**config.mk**
```make
export PLATFORM = sky130hd
export DESIGN_NAME = sram_controller_flat
export DESIGN_NICKNAME = d
export VERILOG_FILES = /design/src/rtl/sram_controller_if.sv /design/src/rtl/sram_controller.sv /design/src/flat_wrapper.sv
export SDC_FILE = /design/constraint.sdc
export NUM_CORES = 1
export LEC_CHECK = 0
export CORE_MARGIN = 3
export CORE_UTILIZATION = 50
export DETAILED_ROUTE_END_ITERATION = 10
export DONT_BUFFER_PORTS = 1
export PLACE_DENSITY = 0.73
export SKIP_LAST_GASP = 1
export SYNTH_ARGS = -nofsm -noshare
export SYNTH_HDL_FRONTEND = slang
export SYNTH_SLANG_ARGS = --single-unit
```
**constraint.sdc**
```tcl
create_clock -name clk -period 1.9 [get_ports clk]
set_input_delay 0.095 -clock clk [delete_from_list [all_inputs] [get_ports clk]]
set_output_delay 0.095 -clock clk [all_outputs]
set_load 0.01 [all_outputs]
```
**src/rtl/sram_controller_if.sv**
```systemverilog
// MEM-stage request bus plus external 16-bit asynchronous SRAM pins.
// The controller uses the slave modport; the MEM stage/SRAM side uses master.
interface sram_controller_if #(
    parameter int ADDR_W = 17
);
    logic [31:0]       addr;
    logic [31:0]       wr_data;
    logic              MEM_R_en;
    logic              MEM_W_en;
    logic [31:0]       rd_data;
    logic              ready;
    logic [ADDR_W-1:0] SRAM_ADDR;
    logic [15:0]       SRAM_DQ_out;
    logic              SRAM_DQ_oe;
    logic [15:0]       SRAM_DQ_in;
    logic              SRAM_WE_N;
    logic              SRAM_OE_N;

    modport slave (
        input  addr, wr_data, MEM_R_en, MEM_W_en, SRAM_DQ_in,
        output rd_data, ready, SRAM_ADDR, SRAM_DQ_out, SRAM_DQ_oe,
        output SRAM_WE_N, SRAM_OE_N
    );

    modport master (
        output addr, wr_data, MEM_R_en, MEM_W_en, SRAM_DQ_in,
        input  rd_data, ready, SRAM_ADDR, SRAM_DQ_out, SRAM_DQ_oe,
        input  SRAM_WE_N, SRAM_OE_N
    );
endinterface

```
**src/rtl/sram_controller.sv**
```systemverilog
// 32-bit word load/store over a 16-bit async SRAM, upper halfword first.
// Define SRAM_READ_BUFFER_EN to add a one-entry read buffer.
module sram_controller #(
    parameter int ADDR_W       = 17,
    parameter int PHASE_CYCLES = 2
) (
    input  logic              clk,
    input  logic              rst,
    sram_controller_if.slave  bus
);
    localparam int CW = (PHASE_CYCLES > 1) ? $clog2(PHASE_CYCLES) : 1;

    typedef enum logic [1:0] {IDLE, HI, LO, DONE} state_t;

    state_t            state;
    logic [CW-1:0]     cnt;
    logic [ADDR_W-2:0] waddr;
    logic [31:0]       wdata;
    logic              is_wr;
    logic [15:0]       rd_hi;

    logic              req;
    logic              last;
    logic              hit;
    logic [31:0]       hit_data;
    logic [ADDR_W-2:0] req_waddr;
    logic              unused_addr;

    assign req         = bus.MEM_R_en | bus.MEM_W_en;
    assign req_waddr   = bus.addr[ADDR_W:2];
    assign last        = (cnt == CW'(PHASE_CYCLES - 1));
    assign unused_addr = ^{bus.addr[31:ADDR_W+1], bus.addr[1:0]};
    assign bus.ready   = (state == IDLE && !req) || state == DONE;

`ifdef SRAM_READ_BUFFER_EN
    logic              buf_valid;
    logic [ADDR_W-2:0] buf_addr;
    logic [31:0]       buf_data;

    assign hit      = buf_valid && !bus.MEM_W_en && buf_addr == req_waddr;
    assign hit_data = buf_data;

    always_ff @(posedge clk) begin
        if (rst) begin
            buf_valid <= 1'b0;
            buf_addr  <= '0;
            buf_data  <= '0;
        end else if (state == IDLE && bus.MEM_W_en && buf_addr == req_waddr) begin
            buf_valid <= 1'b0;
        end else if (state == LO && last && !is_wr) begin
            buf_valid <= 1'b1;
            buf_addr  <= waddr;
            buf_data  <= {rd_hi, bus.SRAM_DQ_in};
        end
    end
`else
    assign hit      = 1'b0;
    assign hit_data = '0;
`endif

    always_ff @(posedge clk) begin
        if (rst) begin
            state           <= IDLE;
            cnt             <= '0;
            waddr           <= '0;
            wdata           <= '0;
            is_wr           <= 1'b0;
            rd_hi           <= '0;
            bus.rd_data     <= '0;
            bus.SRAM_ADDR   <= '0;
            bus.SRAM_DQ_out <= '0;
            bus.SRAM_DQ_oe  <= 1'b0;
            bus.SRAM_WE_N   <= 1'b1;
            bus.SRAM_OE_N   <= 1'b1;
        end else begin
            unique case (state)
                IDLE: begin
                    if (req) begin
                        waddr <= req_waddr;
                        wdata <= bus.wr_data;
                        is_wr <= bus.MEM_W_en;
                        cnt   <= '0;
                        if (hit) begin
                            state       <= DONE;
                            bus.rd_data <= hit_data;
                        end else begin
                            state           <= HI;
                            bus.SRAM_ADDR   <= {req_waddr, 1'b0};
                            bus.SRAM_DQ_out <= bus.wr_data[31:16];
                            bus.SRAM_DQ_oe  <= bus.MEM_W_en;
                            bus.SRAM_WE_N   <= ~bus.MEM_W_en;
                            bus.SRAM_OE_N   <= bus.MEM_W_en;
                        end
                    end
                end
                HI: begin
                    if (last) begin
                        state           <= LO;
                        cnt             <= '0;
                        bus.SRAM_ADDR   <= {waddr, 1'b1};
                        bus.SRAM_DQ_out <= wdata[15:0];
                        if (!is_wr) rd_hi <= bus.SRAM_DQ_in;
                    end else begin
                        cnt <= cnt + 1'b1;
                    end
                end
                LO: begin
                    if (last) begin
                        state          <= DONE;
                        cnt            <= '0;
                        bus.SRAM_DQ_oe <= 1'b0;
                        bus.SRAM_WE_N  <= 1'b1;
                        bus.SRAM_OE_N  <= 1'b1;
                        if (!is_wr) bus.rd_data <= {rd_hi, bus.SRAM_DQ_in};
                    end else begin
                        cnt <= cnt + 1'b1;
                    end
                end
                DONE: begin
                    state <= IDLE;
                end
                default: state <= IDLE;
            endcase
        end
    end
endmodule

```
**src/flat_wrapper.sv**
```systemverilog
// flat-port wrapper written by rule: the top's interface ports become plain ports
module sram_controller_flat 
#(
    parameter int ADDR_W       = 17,
    parameter int PHASE_CYCLES = 2
)
  (clk, rst, bus_addr, bus_wr_data, bus_MEM_R_en, bus_MEM_W_en, bus_SRAM_DQ_in, bus_rd_data, bus_ready, bus_SRAM_ADDR, bus_SRAM_DQ_out, bus_SRAM_DQ_oe, bus_SRAM_WE_N, bus_SRAM_OE_N);
  sram_controller_if #(.ADDR_W(ADDR_W)) bus_i ();
  input  logic clk;
  input  logic rst;
  input wire logic [$bits(bus_i.addr)-1:0] bus_addr;
  input wire logic [$bits(bus_i.wr_data)-1:0] bus_wr_data;
  input wire logic [$bits(bus_i.MEM_R_en)-1:0] bus_MEM_R_en;
  input wire logic [$bits(bus_i.MEM_W_en)-1:0] bus_MEM_W_en;
  input wire logic [$bits(bus_i.SRAM_DQ_in)-1:0] bus_SRAM_DQ_in;
  output wire logic [$bits(bus_i.rd_data)-1:0] bus_rd_data;
  output wire logic [$bits(bus_i.ready)-1:0] bus_ready;
  output wire logic [$bits(bus_i.SRAM_ADDR)-1:0] bus_SRAM_ADDR;
  output wire logic [$bits(bus_i.SRAM_DQ_out)-1:0] bus_SRAM_DQ_out;
  output wire logic [$bits(bus_i.SRAM_DQ_oe)-1:0] bus_SRAM_DQ_oe;
  output wire logic [$bits(bus_i.SRAM_WE_N)-1:0] bus_SRAM_WE_N;
  output wire logic [$bits(bus_i.SRAM_OE_N)-1:0] bus_SRAM_OE_N;
  assign bus_i.addr = bus_addr;
  assign bus_i.wr_data = bus_wr_data;
  assign bus_i.MEM_R_en = bus_MEM_R_en;
  assign bus_i.MEM_W_en = bus_MEM_W_en;
  assign bus_i.SRAM_DQ_in = bus_SRAM_DQ_in;
  assign bus_rd_data = bus_i.rd_data;
  assign bus_ready = bus_i.ready;
  assign bus_SRAM_ADDR = bus_i.SRAM_ADDR;
  assign bus_SRAM_DQ_out = bus_i.SRAM_DQ_out;
  assign bus_SRAM_DQ_oe = bus_i.SRAM_DQ_oe;
  assign bus_SRAM_WE_N = bus_i.SRAM_WE_N;
  assign bus_SRAM_OE_N = bus_i.SRAM_OE_N;
  sram_controller #(.ADDR_W(ADDR_W), .PHASE_CYCLES(PHASE_CYCLES)) u_core (.clk(clk), .rst(rst), .bus(bus_i));
endmodule
```
==> results of run 1 <==
kinds of logic after synthesis:
family | synth area share [%]
simple gates | 14.8
compound gates | 22.1
fa+ha+maj | 1.80
mux | 7.08
flops | 49.3
buf+inv | 4.90
worst max-delay path by stage:
stage | from | depth (start not counted) | to | slack (ns)
2_1_floorplan | u_core.state[0] | 8 | u_core.bus.SRAM_ADDR[10] | 0.12
3_3_place_gp | u_core.state[1] | 6 | u_core.state[1] | 0.13
3_5_place_dp | u_core.state[1] | 6 | u_core.bus.SRAM_DQ_out[7] | 0.07
4_1_cts | u_core.state[1] | 6 | bus_ready | 0.02
5_1_grt | u_core.state[0] | 6 | bus_ready | 0.02
6_report | u_core.state[0] | 6 | bus_ready | 0.07
power by group:
group          leakage, nW  internal [mW]  total [mW]  switching (mW)
Sequential           0.982           3.10        3.66           0.560
Combinational        0.789           1.48        3.47            1.99
Clock                0.249           1.70        2.77            1.06
per-stage QoR:
stage / power, mW / area, sq um
floorplan: 6.34 / 4880
global placement: 6.83 / 4960
detailed placement: 6.98 / 4960
CTS: 9.89 / 5600
global route: 10.5 / 5630
finish: 9.90 / 5630
flip-flops by register name, summed over array words and instances, names as in the netlist, 2 cells and up:
| register | count |
|---|---|
| u_core.bus.rd_data | 32 |
| u_core.state | 2 |
| u_core.rd_hi | 16 |
| u_core.bus.SRAM_DQ_out | 16 |
| u_core.waddr | 16 |
| u_core.bus.SRAM_ADDR | 17 |
| u_core.wdata | 16 |
per-layer routing:
layer	global-route usage, %	share of wire, %	wire [um]	vias up
met2	34.7	49	5720	127
met1	25.0	42	4940	1859
met4	8.90	1.5	178	0
li1	-	-	-	1878
met5	0	0	0	-
met3	8.09	8.0	937	13
layout by cell type, fill, tap and decap left out, types with 2 or more instances in the layout:
cell type      instances
nand2_1              163
ha_1                   5
buf_4                 15
a21oi_1              118
nand3b_1               3
clkinvlp_4             4
inv_2                  2
buf_12                 4
clkbuf_8               5
clkbuf_16             16
o21ai_0                4
a211oi_1               3
a211oi_2              30
o21bai_1               2
mux2i_1               33
a21o_1                 2
clkinv_2               4
nor2_1                 2
dlygate4sd3_1          3
dfxtp_1              118
and3b_1                2
dfxtp_2                2
timing repair:
item	CTS	global route
resized for setup	9	3
setup buffers	4	2
endpoints found under the setup margin	1	1
hold endpoints to repair	120	118
pin swaps	0	1
cloned	1	0
worst max-delay path: cells and delay by family, from the launching register on:
kind          cells  cell delay, ns
flops             1            0.32
fa+ha+maj         1            0.14
buf+inv           3            0.30
simple gates      2            0.46
area by class of cell:
class	instances	area (sq um)
inverter	3	11.3
tap	129	161
sequential	120	2400
fill	812	3740
clock inverter	8	50.0
multi-input combinational	384	2260
clock buffer	21	469
timing repair buffer	24	267
==> metrics.md, run 1 <==
| Metric | Value |
|---|---|
| Outcome | finished, violations left |
| Violated checks | negative hold slack |
| Most frequent cell after synthesis | nand2_1 |
| TritonCTS buffer count | 17 |
| Placed insts | 650 |
| Pre-CTS setup slack | 0.0721 ns |
| Die Span Y | 105 um |
| PortBufs | 0 |
| Max cap viols | 0 |
| Area share of the largest cell type after synthesis | 49.3% |
| Mapped Area | 0.00488 sq mm |
| Fmax | 546 MHz |
| Largest net degree at the start of global routing | 121 |
| HP Start | rst |
| Worst reg2reg path endpoint | u_core.bus.SRAM_DQ_out[7] |
| Slew Limit Headroom | 49.4% |
| Initial antenna violation count | 0 |
| Layout cell share with drive strength beyond 1 | 16.8% |
| Clock latency on the worst-skew pair | 0.51 ns |
| Power per cell area | 1760 mW/mm^2 |
| Hold path depth | 1 |
| Worst vdd ir | 0.00131 V |
| H-tree Lvls | 4 |
| Most frequent cells after synthesis | nand2_1, dfxtp_1, a21oi_1, mux2i_1, a211oi_2 |
| Slew Limit Fails | 0 |
| Hold_buf cts | 3 |
| Synthesized area per cell | 8.80 sq um |
| Vias in the first global route | 3872 |
| Post-layout util | 60.1% |
| Clk buf depth | 2 |
| Hold Crit Class | input port to register |
| Core Footprint | 0.00937 sq mm |
| Post-Syn Instances | 554 |
| CP peak stage delay | 0.40 ns |
| TritonCTS Sinks | 120 |
| First DRT Iteration DRCs | 243 |
| First-pass GRT wire length | 19100 um |
| Crit end category | primary output |
| R2r startpoint | u_core.state[1] |
| CTS tree | yes |
| Final Skew | 0.0170 ns |
| Detailed placer's ending HPWL | 7420 um |
| RSZ-0062 raised after global routing | false |
| Total Neg Setup Slack | 0 ns |
| Vias per cell | 5.63 |
| Root Buffer | clkbuf_8 |
| Setup WS post-layout | 0.0699 ns |
| Final GP Congestion | 0.821 |
| Total global-route track usage | 21.2% |
| Yosys reg bits | 120 |
| Leak Pwr | 2.02 nW |
| R2R cell count | 7 |
| Drt drc | 0 |
| Nets@finish | 641 |
| Die area | 0.0110 sq mm |
| Ys flop type | dfxtp_1 |
| Die W | 105 um |
| Final Hold Viols | 118 |
| Fin cells | 689 |
| Share of the yosys chip area belonging to registers | 49.3% |
| IO Pins | 153 |
| Ys async rst share | 0% |
| FF-to-FF setup slack | 0.13 ns |
| Post-Route WL | 11800 um |
| Crit path DAT | 1.74 ns |
| CP Launch Type | register |
| DR vias | 3877 |
| Initial Utilization | 52.0% |
| Biggest area consumer among synthesized cells | dfxtp_1 |
| GR Overflow Total | 0 |
| Shortest period the worst path allows | 1.83 ns |
| Slowest cell on the critical path | or3b_4 |
| Clk slew on worst S/H paths | 0.06 ns |
| Critical Path RT | 1.80 ns |
| Mapped Nets | 645 |
| DR WL/cell | 17.1 um |
| Post-synthesis cell type count | 32 |
| Max Fanout on Critical Path | 5 |
| Detail Route Antenna Nets | 0 |
| FP Rows | 35 |
| ANT cells | 0 |
| Leading post-synthesis cells by cell area | dfxtp_1, nand2_1, a21oi_1 |
| Tightest Pin Transition | 0.759 ns |
| Cell Chain, Critical Path | inv_2 > ha_4 > or3b_4 > buf_12 > nand2b_4 > buf_6 |
| Final setup violation count | 0 |
| Area growth from synthesis to layout | 15.4% |
| Number of synthesized flops with an enable pin | 0 |
| Min-Delay Endpoint | u_core.bus.SRAM_ADDR[3] |
| WHS | -0.339 ns |
| YS warnings | 0 |
| First-pass detailed-route iteration total | 4 |
| Setup Crit Path Kind | register to primary output |
| Final cycle utilization of the critical path | 96.3% |
(Power assumes the default switching activity.)
==> run 2: changes to the inputs <==
--- a/config.mk
+++ b/config.mk
@@ -10,6 +10,7 @@
 export DETAILED_ROUTE_END_ITERATION = 10
 export DONT_BUFFER_PORTS = 1
 export PLACE_DENSITY = 0.73
+export REMOVE_ABC_BUFFERS = 1
 export SKIP_LAST_GASP = 1
 export SYNTH_ARGS = -nofsm -noshare
 export SYNTH_HDL_FRONTEND = slang
==> metrics.md, run 2 (synthesis results as in run 1) <==
| Metric | Value |
|---|---|
| Violated checks | negative hold slack |
| Largest net degree at the start of global routing | 121 |
| Post-Route WL | 11700 um |
| Total global-route track usage | 22.1% |
| Nets@finish | 646 |
| Outcome | finished, violations left |
| Die W | 105 um |
| FP Rows | 35 |
| Core Footprint | 0.00937 sq mm |
| Top Registers | u_core.bus.rd_data x32, u_core.bus.SRAM_ADDR x17 |
| Register area | 0.00240 sq mm |
| H-tree Lvls | 4 |
| Critical Path RT | 1.80 ns |
| Max Fanout on Critical Path | 19 |
| Slowest cell on the critical path | or3b_4 |
| WHS | -0.340 ns |
| Max cap viols | 0 |
| First-pass detailed-route iteration total | 4 |
| Commonest non-fill, non-tap cell in the layout | nand2_1 |
| Area growth from synthesis to layout | 18.7% |
| Layout cell share with drive strength beyond 1 | 15.8% |
| Metal1 wirelength | 4820 um |
| Top sig layer | met4 |
| Clock latency on the worst-skew pair | 0.50 ns |
| Root Buffer | clkbuf_8 |
| Initial Utilization | 52.0% |
| Final GP Congestion | 0.776 |
| First-pass GRT wire length | 19800 um |
| Met3 wire len | 680 um |
| Post-layout util | 61.7% |
| DR vias | 3852 |
| IO Pins | 153 |
| First DRT Iteration DRCs | 186 |
| ANT cells | 0 |
| Initial antenna violation count | 0 |
| Cell Chain, Critical Path | inv_2 > ha_4 > or3b_4 > buf_12 > nand2b_4 |
| TritonCTS Sinks | 120 |
| Setup WS post-layout | 0.0621 ns |
| DR WL/cell | 16.9 um |
| Total Neg Setup Slack | 0 ns |
| Worst vdd ir | 0.00119 V |
| Drt drc | 0 |
| Vias in the first global route | 4024 |
| CP Launch Type | register |
| Final cycle utilization of the critical path | 96.7% |
| GR Overflow Total | 0 |
| Clk buf depth | 2 |
| Most frequent cells in the layout | nand2_1, dfxtp_1, a21oi_1, mux2i_1, a211oi_2 |
| Fillers | 785 |
| CTS tree | yes |
| Slew Limit Fails | 0 |
| Final Skew | 0.0114 ns |
| Slew Limit Headroom | 63.9% |
| Leak Pwr | 2.09 nW |
| TritonCTS buffer count | 17 |
| Number of flip-flops in the largest register | 32 |
| Clk slew on worst S/H paths | 0.05 ns |
| Hold Crit Class | input port to register |
| RSZ-0062 raised after global routing | true |
| CP peak stage delay | 0.40 ns |
| Crit path DAT | 1.74 ns |
| Final Hold Viols | 118 |
| FF-to-FF setup slack | 0.11 ns |
| Critical path buffer and inverter count | 2 |
| Detailed placer's ending HPWL | 7110 um |
| Detail Route Antenna Nets | 0 |
| Pre-CTS setup slack | 0.0557 ns |
| Die Span Y | 105 um |
| Setup Crit Path Kind | register to primary output |
| Most flop-heavy register | u_core.bus.rd_data |
| Die area | 0.0110 sq mm |
| Tightest Pin Transition | 0.542 ns |
| Crit path max-delay family | simple AND/OR/NAND/NOR gates |
| Power per cell area | 1780 mW/mm^2 |
| Power Total | 10.3 mW |
| Vias per cell | 5.53 |
| Area occupied by multi-input gates | 0.00227 sq mm |
| Final setup violation count | 0 |
| PortBufs | 0 |
| Crit end category | primary output |
| Fmax | 544 MHz |
| Met2 WL post-DR | 6080 um |
| Shortest period the worst path allows | 1.84 ns |
-- run 2: changes by cell type in the layout (fill, tap and decap cells not counted), moves of 2 or more --
cell,delta
dlygate4sd3_1,+11
buf_4,-8
bufinv_16,+3
clkbuf_8,-3
clkinv_4,+3
clkinvlp_4,-3
buf_12,+2
clkinv_2,+2
-- run 2: worst reg2reg max path, cell delays in order (launching register included) --
cell and delay, ns:
dfxtp_2 0.37, inv_2 0.07, buf_4 0.15, ha_2 0.19, mux2_4 0.30, buf_4 0.24, a21oi_1 0.29, a211oi_2 0.07
-- run 2: routing by layer --
| metal | up-vias | GRT usage [%] |
|---|---|---|
| met5 | - | 0 |
| met4 | 0 | 7.12 |
| met3 | 12 | 6.30 |
| met2 | 102 | 39.2 |
| met1 | 1844 | 25.4 |
| li1 | 1894 | - |
-- run 2: worst paths after layout --
path	endpoint	depth (start not counted)	start
max reg2reg	u_core.bus.SRAM_ADDR[11]	7	u_core.state[1]
min reg2reg	u_core.bus.rd_data[21]	2	u_core.rd_hi[5]
min	u_core.bus.rd_data[22]	1	rst
max	bus_ready	5	u_core.state[0]
-- run 2: where the power goes --
part	internal [mW]	switching (mW)	total (mW)
Combinational	1.52	2.02	3.53
Clock	2.02	1.11	3.13
Sequential	3.10	0.560	3.66
-- run 2: cell type report --
cell class / instances / share of cell area (%)
Clock buffer: 19 / 7.46
Clock inverter: 13 / 2.66
Inverter: 3 / 0.195
Multi-Input combinational cell: 384 / 39.2
Sequential cell: 120 / 41.5
Tap cell: 129 / 2.79
Timing Repair Buffer: 29 / 6.16
-- run 2: through the flow --
step,std cells,cell area (sq um)
2_1_floorplan,507,4650
3_3_place_gp,648,4970
3_5_place_dp,648,4970
4_1_cts,686,5660
5_1_grt,697,5790
6_report,697,5790
-- run 2: timing repair --
action | 4_1_cts | 5_1_grt
setup endpoints to repair | 1 | 28
buffers inserted | 2 | 0
endpoints found under the hold margin | 120 | 118
gates cloned | 1 | 0
resized for setup | 8 | 5
hold buffers | 3 | 11
==> run 3: changes to the inputs <==
--- a/config.mk
+++ b/config.mk
@@ -6,10 +6,11 @@
 export NUM_CORES = 1
 export LEC_CHECK = 0
 export CORE_MARGIN = 3
-export CORE_UTILIZATION = 50
+export CORE_UTILIZATION = 62
+export CTS_BUF_LIST = sky130_fd_sc_hd__clkbuf_8 sky130_fd_sc_hd__clkbuf_16
 export DETAILED_ROUTE_END_ITERATION = 10
 export DONT_BUFFER_PORTS = 1
-export PLACE_DENSITY = 0.73
+export PLACE_DENSITY = 0.86
 export REMOVE_ABC_BUFFERS = 1
 export SKIP_LAST_GASP = 1
 export SYNTH_ARGS = -nofsm -noshare
==> metrics.md, run 3 (synthesis results as in run 1) <==
| Metric | Value |
|---|---|
| CTS tree | yes |
| Violated checks | negative hold slack |
| Setup Crit Path Kind | register to register |
| Hold_buf cts | 3 |
| Core Footprint | 0.00745 sq mm |
| Final GP Congestion | 0.794 |
| PortBufs | 0 |
| DR WL/cell | 18.4 um |
| Root Buffer | clkbuf_8 |
| Nets@finish | 636 |
| Final cycle utilization of the critical path | 95.7% |
| Number of flip-flops in the largest register | 32 |
| Fin cells | 657 |
| Crit path max-delay family | simple AND/OR/NAND/NOR gates |
| Crit path DAT | 2.23 ns |
| Shortest period the worst path allows | 1.82 ns |
| RSZ-0062 raised after global routing | false |
| Final Skew | 0.0100 ns |
| Leak Pwr | 2.03 nW |
| CP peak stage delay | 0.39 ns |
| Vias in the first global route | 3855 |
| Area growth from synthesis to layout | 16.0% |
| Outcome | finished, violations left |
| Total Neg Setup Slack | 0 ns |
| Fmax | 550 MHz |
| Clk slew on worst S/H paths | 0.06 ns |
| ANT cells | 0 |
| Detail Route Antenna Nets | 0 |
| Max cap viols | 0 |
| Slew Limit Headroom | 59.1% |
| TritonCTS Sinks | 120 |
| First-pass detailed-route iteration total | 5 |
| Layout cell share with drive strength beyond 1 | 16.7% |
| Worst vdd ir | 0.00142 V |
| Initial antenna violation count | 0 |
| CP Launch Type | register |
| Hold Crit Class | input port to register |
| Critical Path RT | 2.31 ns |
| TritonCTS buffer count | 17 |
| Pre-CTS setup slack | 0.128 ns |
| Slowest cell on the critical path | or3b_4 |
| Crit end category | register |
| Drt drc | 0 |
| Die area | 0.00896 sq mm |
| DR vias | 3935 |
| Most flop-heavy register | u_core.bus.rd_data |
| FP Rows | 31 |
| Total global-route track usage | 27.0% |
| IO Pins | 153 |
| Fillers | 510 |
| Clk buf depth | 2 |
| Top Registers | u_core.bus.rd_data x32, u_core.bus.SRAM_ADDR x17 |
| Final setup violation count | 0 |
| Clock latency on the worst-skew pair | 0.51 ns |
| Die Span Y | 94.7 um |
| WHS | -0.341 ns |
| Register area | 0.00240 sq mm |
| Vias per cell | 5.99 |
| Initial Utilization | 65.5% |
| Commonest non-fill, non-tap cell in the layout | nand2_1 |
| Post-Route WL | 12100 um |
| Power per cell area | 1830 mW/mm^2 |
| Largest net degree at the start of global routing | 121 |
| Most frequent cells in the layout | nand2_1, dfxtp_1, a21oi_1, mux2i_1, a211oi_2 |
| Slew Limit Fails | 0 |
| Critical path buffer and inverter count | 3 |
| Max Fanout on Critical Path | 32 |
| Setup WS post-layout | 0.0812 ns |
| H-tree Lvls | 4 |
| Area occupied by multi-input gates | 0.00229 sq mm |
| Die W | 94.7 um |
| First-pass GRT wire length | 18800 um |
| Cell area after placement | 0.00494 sq mm |
| Fin area | 0.00566 sq mm |
| GR Overflow Total | 0 |
| Placed insts | 619 |
| Tightest Pin Transition | 0.613 ns |
| Cell Chain, Critical Path | inv_2 > ha_4 > or3b_4 > buf_4 > and2_2 > buf_12 > a211oi_4 |
| First DRT Iteration DRCs | 264 |
| Final Hold Viols | 117 |
| Detailed placer's ending HPWL | 7220 um |
[run 3: cell count changes in the layout (fill, tap and decap cells not counted), moves of 2 or more]
cell,delta
a211oi_4,+2
clkinv_4,-2
clkinv_2,-2
clkinvlp_4,+4
a21oi_1,-2
a21oi_2,+2
dlygate4sd3_1,-11
[run 3: routing by layer]
layer	wire length (um)	global-route usage, %	part of all wire [%]	up-vias
li1	-	-	-	1875
met1	4580	30.8	38	1873
met3	929	7.33	7.7	23
met4	272	11.4	2.2	0
met2	6310	47.2	52	164
met5	0	0	0	-
[run 3: where the power goes]
part	internal [mW]	switching, mW	total [mW]	leakage, nW
Combinational	1.53	2.09	3.62	0.777
Clock	1.92	1.11	3.03	0.273
Sequential	3.10	0.577	3.68	0.982
[run 3: cell type report]
type | instances | share of cell area, %
Sequential cell | 120 | 42.5
Clock buffer | 19 | 7.81
Timing Repair Buffer | 19 | 4.49
Tap cell | 99 | 2.19
Multi-Input combinational cell | 384 | 40.5
Inverter | 3 | 0.199
Clock inverter | 13 | 2.30
[run 3: final timing paths]
check / startpoint / endpoint / slack, ns / cells past startpoint
hold / removal: rst / u_core.bus.rd_data[17] / -0.34 / 1
setup reg to reg: u_core.state[1] / u_core.bus.SRAM_ADDR[1] / 0.08 / 7
hold reg to reg: u_core.rd_hi[4] / u_core.bus.rd_data[20] / 0.44 / 2
setup / recovery: u_core.state[1] / u_core.bus.SRAM_ADDR[1] / 0.08 / 7
[run 3: stage by stage]
step,power [mW],utilization (%)
6_report,10.3,76.0
4_1_cts,10.2,75.4
3_5_place_dp,7.04,66.3
2_1_floorplan,6.02,-
3_3_place_gp,6.89,66.3
5_1_grt,10.9,76.0
[run 3: repair_timing]
action	CTS	global route
resized for setup	7	9
cloned	1	0
buffers inserted	2	0
endpoints found under the hold margin	120	118
setup endpoints to repair	1	32
pin swaps	0	1
